**src/rtl/t5_wbarb_if.sv**
```systemverilog
// Bus bundle between the t5 fetch/data requesters, the arbiter and the external Wishbone slave.
// master: the arbiter's view; slave: the view of the surrounding requesters and bus slave.
interface t5_wbarb_if;
   logic        iwb_stb;
   logic [31:2] iwb_adr;
   logic        iwb_ack;
   logic [31:0] iwb_dat;

   logic        dwb_stb;
   logic        dwb_we;
   logic [3:0]  dwb_sel;
   logic [31:2] dwb_adr;
   logic [31:0] dwb_dto;
   logic        dwb_ack;
   logic [31:0] dwb_dti;

   logic        xwb_cyc;
   logic        xwb_stb;
   logic        xwb_we;
   logic [3:0]  xwb_sel;
   logic [31:2] xwb_adr;
   logic [31:0] xwb_dto;
   logic        xwb_ack;
   logic [31:0] xwb_dti;

   modport master (
      input  iwb_stb, iwb_adr,
      input  dwb_stb, dwb_we, dwb_sel, dwb_adr, dwb_dto,
      input  xwb_ack, xwb_dti,
      output iwb_ack, iwb_dat,
      output dwb_ack, dwb_dti,
      output xwb_cyc, xwb_stb, xwb_we, xwb_sel, xwb_adr, xwb_dto
   );

   modport slave (
      output iwb_stb, iwb_adr,
      output dwb_stb, dwb_we, dwb_sel, dwb_adr, dwb_dto,
      output xwb_ack, xwb_dti,
      input  iwb_ack, iwb_dat,
      input  dwb_ack, dwb_dti,
      input  xwb_cyc, xwb_stb, xwb_we, xwb_sel, xwb_adr, xwb_dto
   );
endinterface

```
**src/rtl/t5_wbarb.sv**
```systemverilog
// Fetch/data arbiter onto the single classic-cycle Wishbone port; also produces pipeline enable sena.
// Optional bus timeout: define T5_WBARB_TIMEOUT_EN.
module t5_wbarb #(
   parameter int unsigned TOUT = 255,
   parameter int unsigned TOW  = 8
) (
   input  logic        sclk,
   input  logic        srst,
   t5_wbarb_if.master  bus,
   output logic        sena,
   output logic        berr
);

   typedef enum logic [1:0] {
      ST_IDLE = 2'd0,
      ST_IBUS = 2'd1,
      ST_DBUS = 2'd2
   } state_t;

   localparam logic LG_DATA = 1'b1;

   if (TOUT >= (64'd1 << TOW)) begin : g_bad_tout
      $error("t5_wbarb: TOUT does not fit in TOW bits");
   end

   state_t      state_q, state_d;
   logic        lgnt_q, lgnt_d;
   logic        xcyc_q, xcyc_d;
   logic        xwe_q, xwe_d;
   logic [3:0]  xsel_q, xsel_d;
   logic [31:2] xadr_q, xadr_d;
   logic [31:0] xdto_q, xdto_d;
   logic        iack_q, iack_d;
   logic [31:0] idat_q, idat_d;
   logic        dack_q, dack_d;
   logic [31:0] ddat_q, ddat_d;

   logic        gnt_dat_c;
   logic        tout_hit_c;
   logic        resp_c;
   logic [31:0] resp_dat_c;

`ifdef T5_WBARB_TIMEOUT_EN
   logic [TOW-1:0] cnt_q, cnt_d;
   logic           berr_q, berr_d;

   assign tout_hit_c = (cnt_q == TOW'(TOUT));
   assign berr       = berr_q;
`else
   assign tout_hit_c = 1'b0;
   assign berr       = 1'b0;
`endif

   // Contended grant goes to whichever side was not granted last.
   assign gnt_dat_c  = bus.dwb_stb & (~bus.iwb_stb | (lgnt_q != LG_DATA));
   assign resp_c     = bus.xwb_ack | tout_hit_c;
   assign resp_dat_c = bus.xwb_ack ? bus.xwb_dti : 32'hDEAD_BEEF;

   assign sena = ~((bus.iwb_stb & ~iack_q) | (bus.dwb_stb & ~dack_q));

   assign bus.xwb_cyc = xcyc_q;
   assign bus.xwb_stb = xcyc_q;
   assign bus.xwb_we  = xwe_q;
   assign bus.xwb_sel = xsel_q;
   assign bus.xwb_adr = xadr_q;
   assign bus.xwb_dto = xdto_q;
   assign bus.iwb_ack = iack_q;
   assign bus.iwb_dat = idat_q;
   assign bus.dwb_ack = dack_q;
   assign bus.dwb_dti = ddat_q;

   always_ff @(posedge sclk or negedge srst) begin
      if (!srst) begin
         state_q <= ST_IDLE;
         lgnt_q  <= LG_DATA;
         xcyc_q  <= 1'b0;
         xwe_q   <= 1'b0;
         xsel_q  <= 4'h0;
         xadr_q  <= 30'h0;
         xdto_q  <= 32'h0;
         iack_q  <= 1'b0;
         idat_q  <= 32'h0;
         dack_q  <= 1'b0;
         ddat_q  <= 32'h0;
`ifdef T5_WBARB_TIMEOUT_EN
         cnt_q   <= '0;
         berr_q  <= 1'b0;
`endif
      end else begin
         state_q <= state_d;
         lgnt_q  <= lgnt_d;
         xcyc_q  <= xcyc_d;
         xwe_q   <= xwe_d;
         xsel_q  <= xsel_d;
         xadr_q  <= xadr_d;
         xdto_q  <= xdto_d;
         iack_q  <= iack_d;
         idat_q  <= idat_d;
         dack_q  <= dack_d;
         ddat_q  <= ddat_d;
`ifdef T5_WBARB_TIMEOUT_EN
         cnt_q   <= cnt_d;
         berr_q  <= berr_d;
`endif
      end
   end

   always_comb begin
      state_d = state_q;
      lgnt_d  = lgnt_q;
      xcyc_d  = xcyc_q;
      xwe_d   = xwe_q;
      xsel_d  = xsel_q;
      xadr_d  = xadr_q;
      xdto_d  = xdto_q;
      iack_d  = 1'b0;
      idat_d  = idat_q;
      dack_d  = 1'b0;
      ddat_d  = ddat_q;
`ifdef T5_WBARB_TIMEOUT_EN
      cnt_d   = cnt_q;
      berr_d  = 1'b0;
`endif
      case (state_q)
         ST_IDLE: begin
            if (gnt_dat_c) begin
               state_d = ST_DBUS;
               lgnt_d  = LG_DATA;
               xcyc_d  = 1'b1;
               xwe_d   = bus.dwb_we;
               xsel_d  = bus.dwb_sel;
               xadr_d  = bus.dwb_adr;
               xdto_d  = bus.dwb_dto;
`ifdef T5_WBARB_TIMEOUT_EN
               cnt_d   = '0;
`endif
            end else if (bus.iwb_stb) begin
               state_d = ST_IBUS;
               lgnt_d  = ~LG_DATA;
               xcyc_d  = 1'b1;
               xwe_d   = 1'b0;
               xsel_d  = 4'hF;
               xadr_d  = bus.iwb_adr;
               xdto_d  = 32'h0;
`ifdef T5_WBARB_TIMEOUT_EN
               cnt_d   = '0;
`endif
            end
         end
         ST_IBUS, ST_DBUS: begin
            // Slave ack or timeout ends the cycle; ack wins when both coincide.
            if (resp_c) begin
               state_d = ST_IDLE;
               xcyc_d  = 1'b0;
               if (state_q == ST_DBUS) begin
                  dack_d = 1'b1;
                  ddat_d = resp_dat_c;
               end else begin
                  iack_d = 1'b1;
                  idat_d = resp_dat_c;
               end
`ifdef T5_WBARB_TIMEOUT_EN
               berr_d = ~bus.xwb_ack;
            end else begin
               cnt_d = cnt_q + TOW'(1);
`endif
            end
         end
         default: state_d = ST_IDLE;
      endcase
   end

endmodule

```
**src/flat_wrapper.sv**
```systemverilog
// flat-port wrapper written by rule: the top's interface ports become plain ports
module t5_wbarb_flat 
#(
   parameter int unsigned TOUT = 255,
   parameter int unsigned TOW  = 8
)
  (sclk, srst, sena, berr, bus_iwb_stb, bus_iwb_adr, bus_dwb_stb, bus_dwb_we, bus_dwb_sel, bus_dwb_adr, bus_dwb_dto, bus_xwb_ack, bus_xwb_dti, bus_iwb_ack, bus_iwb_dat, bus_dwb_ack, bus_dwb_dti, bus_xwb_cyc, bus_xwb_stb, bus_xwb_we, bus_xwb_sel, bus_xwb_adr, bus_xwb_dto);
  t5_wbarb_if bus_i ();
  input  logic sclk;
  input  logic srst;
  output logic sena;
  output logic berr;
  input wire logic [$bits(bus_i.iwb_stb)-1:0] bus_iwb_stb;
  input wire logic [$bits(bus_i.iwb_adr)-1:0] bus_iwb_adr;
  input wire logic [$bits(bus_i.dwb_stb)-1:0] bus_dwb_stb;
  input wire logic [$bits(bus_i.dwb_we)-1:0] bus_dwb_we;
  input wire logic [$bits(bus_i.dwb_sel)-1:0] bus_dwb_sel;
  input wire logic [$bits(bus_i.dwb_adr)-1:0] bus_dwb_adr;
  input wire logic [$bits(bus_i.dwb_dto)-1:0] bus_dwb_dto;
  input wire logic [$bits(bus_i.xwb_ack)-1:0] bus_xwb_ack;
  input wire logic [$bits(bus_i.xwb_dti)-1:0] bus_xwb_dti;
  output wire logic [$bits(bus_i.iwb_ack)-1:0] bus_iwb_ack;
  output wire logic [$bits(bus_i.iwb_dat)-1:0] bus_iwb_dat;
  output wire logic [$bits(bus_i.dwb_ack)-1:0] bus_dwb_ack;
  output wire logic [$bits(bus_i.dwb_dti)-1:0] bus_dwb_dti;
  output wire logic [$bits(bus_i.xwb_cyc)-1:0] bus_xwb_cyc;
  output wire logic [$bits(bus_i.xwb_stb)-1:0] bus_xwb_stb;
  output wire logic [$bits(bus_i.xwb_we)-1:0] bus_xwb_we;
  output wire logic [$bits(bus_i.xwb_sel)-1:0] bus_xwb_sel;
  output wire logic [$bits(bus_i.xwb_adr)-1:0] bus_xwb_adr;
  output wire logic [$bits(bus_i.xwb_dto)-1:0] bus_xwb_dto;
  assign bus_i.iwb_stb = bus_iwb_stb;
  assign bus_i.iwb_adr = bus_iwb_adr;
  assign bus_i.dwb_stb = bus_dwb_stb;
  assign bus_i.dwb_we = bus_dwb_we;
  assign bus_i.dwb_sel = bus_dwb_sel;
  assign bus_i.dwb_adr = bus_dwb_adr;
  assign bus_i.dwb_dto = bus_dwb_dto;
  assign bus_i.xwb_ack = bus_xwb_ack;
  assign bus_i.xwb_dti = bus_xwb_dti;
  assign bus_iwb_ack = bus_i.iwb_ack;
  assign bus_iwb_dat = bus_i.iwb_dat;
  assign bus_dwb_ack = bus_i.dwb_ack;
  assign bus_dwb_dti = bus_i.dwb_dti;
  assign bus_xwb_cyc = bus_i.xwb_cyc;
  assign bus_xwb_stb = bus_i.xwb_stb;
  assign bus_xwb_we = bus_i.xwb_we;
  assign bus_xwb_sel = bus_i.xwb_sel;
  assign bus_xwb_adr = bus_i.xwb_adr;
  assign bus_xwb_dto = bus_i.xwb_dto;
  t5_wbarb #(.TOUT(TOUT), .TOW(TOW)) u_core (.sclk(sclk), .srst(srst), .bus(bus_i), .sena(sena), .berr(berr));
endmodule
```
**config.mk**
```make
export PLATFORM = sky130hd
export DESIGN_NAME = t5_wbarb_flat
export DESIGN_NICKNAME = d
export VERILOG_FILES = /design/src/rtl/t5_wbarb_if.sv /design/src/rtl/t5_wbarb.sv /design/src/flat_wrapper.sv
export SDC_FILE = /design/constraint.sdc
export NUM_CORES = 1
export LEC_CHECK = 0
export ABC_AREA = 1
export CAP_MARGIN = 20
export CORE_ASPECT_RATIO = 1.25
export CORE_MARGIN = 10
export CORE_UTILIZATION = 37
export CTS_CLUSTER_SIZE = 40
export DETAILED_ROUTE_END_ITERATION = 12
export PLACE_DENSITY = 0.76
export REMOVE_ABC_BUFFERS = 1
export SYNTH_ARGS = -nofsm -noshare
export SYNTH_HDL_FRONTEND = slang
export SYNTH_SLANG_ARGS = --single-unit
```
**constraint.sdc**
```tcl
create_clock -name sclk -period 1.5 [get_ports sclk]
set_input_delay 0.3 -clock sclk [delete_from_list [all_inputs] [get_ports sclk]]
set_output_delay 0.3 -clock sclk [all_outputs]
set_load 0.02 [all_outputs]
```
==> results of run 1 <==
[cells in the mapped netlist, drive strengths merged]
master,count
a21oi,2
buf,26
clkbuf,12
conb,1
dfrtp,136
dfstp,1
ha,2
inv,105
nand2,267
nand3,65
nor2,14
o21ai,64
o22ai,1
[power groups by stage]
stage / registers, uW / clock network [uW] / logic (uW)
finish: 6440 / 4700 / 9200
global route: 6690 / 4930 / 10100
CTS: 6450 / 4800 / 9130
detailed placement: 6550 / 0 / 10300
global placement: 6490 / 0 / 10200
floorplan: 8750 / 0 / 2450
[kinds of logic after synthesis]
logic type      Yosys count  synth area share
buf+inv                 143            0.0998
compound gates           67            0.0582
simple gates            346             0.244
fa+ha+maj                 2           0.00433
other cells               1          0.000649
flops                   137             0.593
[area by class of cell]
type,count,area share
Timing Repair Buffer,301,0.306
Clock buffer,19,0.0477
Clock inverter,13,0.0227
Tap cell,212,0.0279
Sequential cell,137,0.361
Multi-Input combinational cell,416,0.192
Inverter,105,0.0418
Antenna cell,2,0.000527
[metrics by stage]
| stage | utilization | hold slack, ns |
|---|---|---|
| finish | 0.615 | 0.320 |
| global route | 0.614 | 0.329 |
| CTS | 0.608 | 0.357 |
| detailed placement | 0.576 | 0.236 |
| global placement | 0.576 | 0.230 |
| floorplan | - | 0.00441 |
[how the worst max path moves through the flow]
stage | start | endpoint | cells past startpoint
after floorplan | u_core.state_q[1]$_DFFE_PN0P_ | u_core.bus.iwb_dat[0]$_DFFE_PN0P_ | 4
after global placement | bus_dwb_stb | sena | 5
after detailed placement | bus_dwb_stb | sena | 5
after CTS | bus_dwb_stb | sena | 5
after global routing | u_core.bus.iwb_dat[6]$_DFFE_PN0P_ | bus_iwb_dat[6] | 1
final | u_core.bus.iwb_ack$_DFF_PN0_ | sena | 3
[critical path: cells and delay by family, from the launching register on]
kind	cells	cell delay [ns]
compound gates	1	0.15
flops	1	0.39
buf+inv	2	0.21
[flip-flops by register name, summed over array words and instances, names as in the netlist]
signal              count
u_core.bus.xwb_adr     30
u_core.bus.xwb_we       1
u_core.bus.iwb_ack      1
u_core.state_q          2
u_core.bus.xwb_dto     32
u_core.bus.iwb_dat     32
u_core.bus.xwb_cyc      1
u_core.bus.dwb_ack      1
u_core.lgnt_q           1
u_core.bus.dwb_dti     32
u_core.bus.xwb_sel      4
[timing repair]
| action | in CTS | in global routing |
|---|---|---|
| setup endpoints to repair | 136 | 71 |
| hold buffers | 1 | 0 |
| hold endpoints to repair | 30 | 0 |
| cloned | 0 | 2 |
| gates resized for setup | 144 | 19 |
| pin swaps | 0 | 1 |
[metal layers]
| metal | share of wire | wire (um) |
|---|---|---|
| met1 | 0.40 | 7770 |
| met2 | 0.49 | 9490 |
| met3 | 0.077 | 1480 |
| met4 | 0.030 | 575 |
| met5 | 0 | 0 |
==> key figures, run 1 <==
Outcome
  – Status: complete, no violations

Clocking
  – CTS sink count: roughly 140
  – CTS tree: built
  – CTS max path bufs: 2
  – Clock root buffer: clkbuf_16
  – Post-CTS setup buffer count: 0
  – Clock transition at the registers of the reported paths: 0.06 ns
  – H-tree Lvls: 4
  – Worst-skew pair later-pin latency: 0.41 ns
  – Total CTS buffers: 17

Global route
  – Global-route wire length before repair: 30400 um
  – GR Util met3: 0.0697
  – Initial antenna violation count: 2
  – Met1 usage: 0.200
  – Grt peak-use layer: met2
  – Largest net degree at the start of global routing: 65
  – Grt ovf: 0
  – Global Route met2 Usage: 0.300
  – Vias in the first global route: roughly 5600
  – GRT Overall Usage: 0.179

Timing
  – Final slew viol count: 0
  – Fin. Hold Viols: 0
  – Clock Skew: 0.00850 ns
  – RSZ-0062 raised after global routing: no
  – Setup total negative slack: 0 ns
  – Setup slack after layout: 0.0415 ns
  – Fin crit share: 0.972
  – FMAX: ~0.69 GHz
  – Final setup violating endpoints: 0
  – Min Tclk post-route: 1.46 ns

Synthesis
  – Flops & latches, synth: 137
  – Top area cells in the synthesized netlist: dfrtp_1 59%, nand2_1 17%, inv_1 6.6%
  – YS warnings: 0
  – Syn Inst Count: between 600 and 700
  – Cell taking the most area after synthesis: dfrtp_1
  – Synthesized cell area: 5780 um2
  – Sequential element share of the synthesized area: 0.593
  – Post-synthesis cell type count: 19
  – Post-synth top area share: 0.589
  – Post-Syn Area per Cell: just over 8 um2

Pwr
  – Peak VDD IR: roughly 1.3 mV
  – Seq pwr share: 0.317
  – Total Power: 20300 uW
  – Pwr Density: between 2000 and 2500 nW/um2
  – Pint: 12100 uW
  – Sw frac: 0.405
  – Gate power share: 0.452
  – Static leakage: 0.00520 uW
  – NetSw: 8240 uW
  – Clk pwr share: 0.231

Setup path
  – CP required: between 1 and 1.5 ns
  – Critical Path, Cell by Cell: o22ai_2, inv_1, buf_4
  – WS Path Type: register to output pin
  – R2R cell count: 6
  – Crit path max fanout: 2
  – CP Launch Type: register
  – R2R Path End: u_core.bus.iwb_dat[23]$_DFFE_PN0P_
  – Max stage delay cell, worst path: dfrtp_1
  – Worst r2r src: u_core.state_q[0]$_DFFE_PN0P_
  – Critical Path AT: 1.16 ns
  – R2R setup slack: 0.11 ns
  – Worst path max stage delay: slightly below 0.4 ns
  – Critical path endpoint category: output pin

Layout
  – Share of layout cells above drive strength 1: 0.0797
  – Most frequent cells in the layout: 267 x nand2_1, 136 x dfrtp_1, 130 x clkdlybuf4s50_1, 130 x dlygate4sd2_1, 101 x inv_1
  – Commonest non-fill, non-tap cell in the layout: nand2_1
  – Non-Filler Instances: 1205
  – Area growth syn-to-layout: 64.2%
  – Final instance area: 9490 um2
  – Nets: 1114
  – Multi-input logic area: 1820 um2
  – Fillers: ~1400
  – Reg area: 3430 um2

Detailed routing
  – Antenna-violating nets left: 0
  – Drt wl/cell: around 16 um
  – Drt via density: approximately 4.4
  – Via count: 5351
  – 1st-pass router iterations: 4
  – DRT iter0 DRCs: 277
  – Drt total wl: 19300 um
  – DRC Markers: 0

Place
  – Port Buffers: 269
  – Post-Place Worst Slack: -0.423 ns
  – Area of placed instances: 8890 um2
  – Placed Cells: 1168
  – Hpwl dp: 13900 um
  – Routability cong.: 0.805

Die
  – Starting Density: 0.374
  – Die Area: 21100 um2
  – Die Width: 132 um
  – Core Box Area: 15400 um2
  – Die Y: 160 um
  – Num rows: 51
  – I/O pins: 271

Hold path
  – Hold EP: u_core.bus.xwb_cyc$_DFFE_PN0P_
  – Worst hold stages: 5
  – Hold crit path type: input pin to register
  – Worst hold path startpoint: bus_iwb_stb

Run
  – Max-cap check violation count: 0
No activity file was read; power rests on OpenSTA's default activity.
==> run 2: changes to the inputs <==
CAP_MARGIN = 10   (was 20)
==> results of run 2 <==
Final layout, timing and power as in run 1 (identical DEF).
